--- src/rtl/timer_pkg.sv ---
// Shared register map, CTRL bit layout, mode codes and FSM state encoding
// for the memory-mapped countdown timer.
package timer_pkg;

   localparam logic [1:0] OFF_CTRL   = 2'd0;
   localparam logic [1:0] OFF_PRESET = 2'd1;
   localparam logic [1:0] OFF_COUNT  = 2'd2;

   localparam int CTRL_EN      = 0;
   localparam int CTRL_MODE_LO = 1;
   localparam int CTRL_MODE_HI = 2;
   localparam int CTRL_IM      = 3;

   localparam logic [1:0] MODE_ONESHOT = 2'b00;
   localparam logic [1:0] MODE_RELOAD  = 2'b01;

   typedef enum logic [1:0] {
      IDLE = 2'b00,
      LOAD = 2'b01,
      CNT  = 2'b10,
      INT  = 2'b11
   } state_t;

endpackage

--- src/rtl/timer_dev.sv ---
// Countdown timer with CTRL/PRESET/COUNT registers, one-shot and auto-reload
// modes, and a maskable interrupt request.
module timer_dev
   import timer_pkg::*;
#(
   parameter int CNT_W = 32
) (
   input  logic             clk,
   input  logic             reset,
   input  logic             sel,
   input  logic [1:0]       addr,
   input  logic             we,
   input  logic [CNT_W-1:0] wd,
   output logic [CNT_W-1:0] rd,
   output logic             irq
);

   localparam logic [CNT_W-1:0] ONE = {{(CNT_W-1){1'b0}}, 1'b1};

   logic [3:0]       ctrl;
   logic [CNT_W-1:0] preset;
   logic [CNT_W-1:0] count;
   logic [CNT_W-1:0] count_nxt;
   logic             irq_flag;
   state_t           state;
   state_t           state_nxt;

   logic       wr_ctrl;
   logic       wr_preset;
   logic       en;
   logic       im;
   logic [1:0] mode;
   logic       flag_set;
   logic       flag_clr;
   logic       en_clr;

   assign wr_ctrl   = sel && we && (addr == OFF_CTRL);
   assign wr_preset = sel && we && (addr == OFF_PRESET);
   assign en        = ctrl[CTRL_EN];
   assign im        = ctrl[CTRL_IM];
   assign mode      = ctrl[CTRL_MODE_HI:CTRL_MODE_LO];

   always_comb begin
      rd = '0;
      case (addr)
         OFF_CTRL:   rd = {{(CNT_W-4){1'b0}}, ctrl};
         OFF_PRESET: rd = preset;
         OFF_COUNT:  rd = count;
         default:    rd = '0;
      endcase
   end

   assign irq = irq_flag & im;

   // Next state plus the side effects each transition has on COUNT, EN and the flag.
   always_comb begin
      state_nxt = state;
      count_nxt = count;
      flag_set  = 1'b0;
      flag_clr  = 1'b0;
      en_clr    = 1'b0;
      case (state)
         IDLE: begin
            if (en) state_nxt = LOAD;
         end
         LOAD: begin
            count_nxt = preset;
            state_nxt = en ? CNT : IDLE;
         end
         CNT: begin
            if (!en) begin
               state_nxt = IDLE;
            end else if (count == '0) begin
               state_nxt = INT;
               flag_set  = 1'b1;
               en_clr    = (mode != MODE_RELOAD);
            end else begin
               count_nxt = count - ONE;
            end
         end
         INT: begin
            if (mode == MODE_RELOAD) begin
               state_nxt = LOAD;
               flag_clr  = 1'b1;
            end else begin
               state_nxt = IDLE;
            end
         end
         default: state_nxt = IDLE;
      endcase
   end

   // A bus write to CTRL overrides both the one-shot EN clear and the flag set.
   always_ff @(posedge clk or negedge reset) begin
      if (!reset) begin
         state    <= IDLE;
         ctrl     <= '0;
         preset   <= '0;
         count    <= '0;
         irq_flag <= 1'b0;
      end else begin
         state <= state_nxt;
         count <= count_nxt;
         if (wr_preset) preset <= wd;
         if (wr_ctrl) begin
            ctrl <= wd[3:0];
         end else if (en_clr) begin
            ctrl[CTRL_EN] <= 1'b0;
         end
         if (wr_ctrl) begin
            irq_flag <= 1'b0;
         end else if (flag_set) begin
            irq_flag <= 1'b1;
         end else if (flag_clr) begin
            irq_flag <= 1'b0;
         end
      end
   end

endmodule

--- config.mk ---
export PLATFORM = sky130hd
export DESIGN_NAME = timer_dev
export DESIGN_NICKNAME = d
export VERILOG_FILES = /design/src/rtl/timer_pkg.sv /design/src/rtl/timer_dev.sv
export SDC_FILE = /design/constraint.sdc
export NUM_CORES = 1
export LEC_CHECK = 0
export CAP_MARGIN = 10
export CORE_AREA = 4 4 88 98
export CTS_BUF_LIST = sky130_fd_sc_hd__clkbuf_16
export DETAILED_ROUTE_END_ITERATION = 10
export DIE_AREA = 0 0 92 102
export GPL_TIMING_DRIVEN = 0
export PLACE_DENSITY = 0.85
export SLEW_MARGIN = 40
export SYNTH_ARGS = -nofsm -noshare
export SYNTH_HDL_FRONTEND = slang
export SYNTH_SLANG_ARGS = --single-unit
--- constraint.sdc ---
create_clock -name clk -period 3.3 [get_ports clk]
set_clock_uncertainty 0.15 [all_clocks]
set_input_delay 0.825 -clock clk [delete_from_list [all_inputs] [get_ports clk]]
set_output_delay 0.825 -clock clk [all_outputs]
set_load 0.005 [all_outputs]
## Word level (Yosys, flattened, before mapping)

Index checks and enable logic that the tools add are counted.

- Bits in registers: 71
- Word-level logic and storage cells: 53
- Input bits: 38
- Output and inout bits: 33

- $add $sub $neg: 1
- Equal/unequal tests: 11
- Bitwise operators: 1
- Mux-type cells: 23
- Reductions and logical operators: 11

Operators with widths:

| kind | count |
|---|---|
| case mux 32 bit (3 select lines) | 1 |
| 2-to-1 mux 32 bit | 2 |
| case mux 32 bit (2 select lines) | 1 |
| logical NOT 32 bit | 1 |
| subtractor 32 x 1 -> 32 bit, second input constant | 1 |
| 2-to-1 mux 1 bit | 14 |
| 2-to-1 mux 2 bit | 4 |
| case mux 2 bit (4 select lines) | 1 |
| equality test 2 x 1 -> 1 bit, second input constant | 3 |
| equality test 2 bit, second input constant | 3 |
| != test 2 bit, second input constant | 3 |
| logical NOT 2 bit | 2 |
| nonzero test 2 bit | 2 |
| logical AND 1 bit | 3 |
| != test 3 bit, second input constant | 1 |
| AND reduction 3 bit | 1 |
| nonzero test 3 bit | 1 |
| != test 2 x 1 -> 1 bit, second input constant | 1 |
| AND reduction 2 bit | 1 |
| AND 1 bit | 1 |

## Depth between registers and ports, before layout

- Word-level depth: 6
- Depth in mapped cells: 9
- Mapped depth without buffers: 7

## Worst setup path after synthesis

No wires, ideal clock.

- Kind: input to output
- Start point: in addr[1]
- End point: out rd[10]
- Cell stages on the path: 5
- Path slack: 0.313 ns
- Buffers on the path: 3
- Data arrival time: 2.012 ns
- Required time: 2.325 ns
- Cells stage by stage: clkbuf_1 > nor2b_1 > clkbuf_1 > buf_1 > a22o_1

- Word-level cells in the longest chain between the ends: 2
- Elaborated cells between the ends (all ways): 4
- Those cells by class: eq/ne (2); mux (1); reduce/logical (1)

RTL lines:

| element | RTL line | text |
|---|---|---|
| start: declaration | timer_dev.sv:11 | `input logic [1:0] addr,` |
| equality test 2 bit, or another cell as far along | timer_dev.sv:45 | `case (addr)` |
| case mux 32 bit (3 select lines) (*) | timer_dev.sv:45 |  |
| end: declaration | timer_dev.sv:14 | `output logic [CNT_W-1:0] rd,` |

Every way passes the cells marked *; elsewhere a longest branch is shown, timed or not.

## Worst setup path after layout

- Start point: in addr[0]
- End point: out rd[16]

Same word-level chain as after synthesis.

==> flow_summary.yaml <==
worst_setup_path:
  end_kind: "output pin"
  cp_cell_sequence: "clkdlybuf4s15_2 > nor2b_1 > buf_4 > clkbuf_8 > a22o_1 > clkdlybuf4s50_1"
  crit_type: "in -> out"
  crit_fanout: 10
  reg2reg_from: "count[0]$_DFFE_PN0P_"
  worstSetupStartpointType: "input pin"
  cp.arrival_ns: 2.27
  required_ns: 2.32
  r2r-end: "count[29]$_DFFE_PN0P_"
  slowest_delay_ns: 0.51
  ff2ff_setup_slack_ns: 0.51
  slowest_stage: "clkdlybuf4s50_1"
  r2r_cells: 8
logic_synthesis:
  synth_top_family_by_area: "compound AO/OA/AOI/OAI gates"
  syn_area_per_cell_um2: 9.72
  synth-async-reset-ratio: 1.00
  yosys.area.top_type: "dfrtp_1"
  yosysUniqueCellTypes: 45
  synth_seq_cells: 71
  synth_enable_flop_cells: 0
  ys_warn_count: 0
  ys_seq_area_frac: 0.453
  yosysMostFrequentCell: "dfrtp_1"
  yosys_most_used_dff: "dfrtp_1"
  synth_top_cells_by_count: "71 x dfrtp_1, 52 x o21ai_0, 34 x mux2_2, 30 x a22o_1, 29 x nor2_1"
  synthAdderAreaFrac: 0.00319
  syn_area_um2: 3930
  synthXorXnorAreaFrac: 0
  yosysTopAreaCellShare: 0.453
  syn_nets: 443
  synth_compound_area_frac: 0.253
  netlist_instances: 404
  synth-simple-area-share: 0.142
  synth_mux_area_frac: 0.108
  synthTopCellsByArea: "dfrtp_1 45%, mux2_2 9.8%, a22o_1 6.7%, o21ai_0 6.6%, nor2_1 2.8%"
pwr:
  p_per_area_nw_per_um2: 734
  peakVddDrop_mv: 0.360
  p_switching_uw: 1370
  seq_power_share: 0.395
  combinationalPowerShare: 0.334
  p_int_uw: 2430
  p_clk_frac: 0.271
  p_leak_uw: 0.00205
  switching_share: 0.361
clock_network:
  cts_buffers: 9
  cts_root_buf: "clkbuf_16"
  cts_tree: "built"
  htree_levels: 3
  clk_pin_slew_ns: 0.06
  clock_path_buffers: 2
  clkLatencyLatePin_ns: 0.34
  cts.sinks: 71
min_path:
  hold_path_class: "in -> async"
sta:
  hold_viol: 0
  tightest_slew_ns: 0.796
  timing.hold.ws_ns: 0.223
  finalSetupViolations: 0
  finalCritPeriodShare: 0.983
  timing.setup.tns_ns: 0
  timing.fmax_mhz: 308
  finalWorstSetupSlack_ns: 0.0555
  rsz0062_at_grt: "no"
  drv_slew: 0
  fin_crit_ns: 3.24
  slew_headroom: 0.465
floorplanning:
  die_area_um2: 9380
  die_w_um: 92
  ios: 71
  die_y_um: 102
  row_count: 34
  initial_core_util: 0.507
  core_area_um2: 7740
place:
  port_buffers: 69
  place_ws_ns: -1.06
  gp_congestion: 0.931
  dpl.hpwl_um: 8290
grt:
  grt_pass1_vias: 3901
  grt_max_degree: 37
  groute.usage.overall: 0.263
  grt_pass1_wl_um: 19300
  grt_overflow: 0
  antenna_found_initial: 0
drt:
  vias: 3878
  drcViolationCount: 0
  vias_per_cell: 6.46
  dr.first_iter.drc_count: 536
  drt_wl_total_um: 12100
  routedWlPerCell_um: 20.1
  ant_nets: 0
  first_pass_iters: 5
cells_and_area:
  n_antenna_cell: 0
  area_growth_pct: 31.8
  utilization: 0.668
  drive_above_1_share: 0.146
  fin_nets: 526
run_status:
  status: "completed"
flow_run:
  cap_violations: 0
[flip-flops by register name (all words and copies together), names as in the netlist]
name / flops
preset: 32
count: 32
state: 2
ctrl: 4
irq_flag: 1
[final cells by class]
type / count / area, um2
clock inverters: 7 / 87.6
clock buffers: 9 / 225
fillers: 613 / 2570
flip-flops and latches: 71 / 1780
multi-input cells: 292 / 1990
inverters: 7 / 26.3
plain buffers: 34 / 200
well taps: 108 / 135
repair buffers: 72 / 728
[critical path: cells and delay by family]
kind,cells,cell delay [ns]
buf+inv,4,1.13
compound gates,1,0.17
simple gates,1,0.15
[through the flow]
stage / total power (uW) / instance area [um2] / std cells
2_1_floorplan: 2190 / 3930 / 404
3_3_place_gp: 2660 / 4750 / 581
3_5_place_dp: 2710 / 4780 / 582
4_1_cts: 3760 / 5170 / 600
5_1_grt: 3990 / 5170 / 600
6_report: 3800 / 5170 / 600
[worst max path at each step]
stage | startpoint | end | slack [ns] | cells after the start
6_report | addr[0] | rd[16] | 0.06 | 6
5_1_grt | addr[0] | rd[18] | 0.01 | 6
4_1_cts | addr[0] | rd[17] | 0.05 | 6
3_5_place_dp | addr[0] | rd[16] | -1.06 | 6
3_3_place_gp | reset | ctrl[3]$_DFFE_PN0P_ | -1.14 | 1
2_1_floorplan | addr[1] | rd[10] | 0.31 | 5
[cells in the final DEF, fill, tap and decap left out, types with 2 or more instances in the layout]
cell type,n
mux2i_1,4
mux2_2,34
clkbuf_8,3
a32oi_1,4
nor3_2,2
nand3_1,4
clkdlybuf4s50_1,67
o21a_1,2
nor3_1,14
nand2_1,12
buf_6,4
clkbuf_16,9
clkinvlp_4,2
a22o_1,30
nor2b_1,5
bufinv_16,2
nor2_1,29
inv_1,7
nand4b_1,2
a31oi_1,12
and3_1,2
nor4_1,9
or3_1,6
clkbuf_1,19
buf_4,3
nand4_1,3
clkinv_1,2
buf_1,3
a21oi_1,20
o2bb2ai_1,8
or4_1,4
dfrtp_1,71
and2_1,4
buf_2,3
o21ai_0,52
a22oi_1,13
[power groups by stage]
stage / sequential [uW] / combinational, uW / clock, uW
4_1_cts: 1480 / 1250 / 1030
6_report: 1500 / 1270 / 1030
2_1_floorplan: 1380 / 807 / 0
3_3_place_gp: 1470 / 1190 / 0
3_5_place_dp: 1490 / 1230 / 0
5_1_grt: 1540 / 1390 / 1060
[what timing repair did]
action | in CTS | in global routing
hold buffers | 0 | 0
gates resized for setup | 24 | 2
setup buffers | 2 | 0
setup endpoints to repair | 32 | 4
[kinds of logic (layout without fill, tap and decap cells)]
logic type | Yosys count | count (layout)
flip-flops | 71 | 71
AO/OA/AOI/OAI | 150 | 150
buffers and inverters | 41 | 129
AND/OR/NAND/NOR | 103 | 103
adder cells (fa/ha/maj) | 1 | 1
multiplexers | 38 | 38
[layer usage]
| metal | wire (um) | vias up | share of wire | track usage |
|---|---|---|---|---|
| li1 | - | 1720 | - | - |
| met1 | 4520 | 1840 | 0.37 | 0.321 |
| met2 | 5800 | 271 | 0.48 | 0.433 |
| met3 | 1280 | 47 | 0.11 | 0.0582 |
| met4 | 468 | 0 | 0.039 | 0.153 |
| met5 | 0 | - | 0 | 0 |
(Power assumes the default switching activity.)
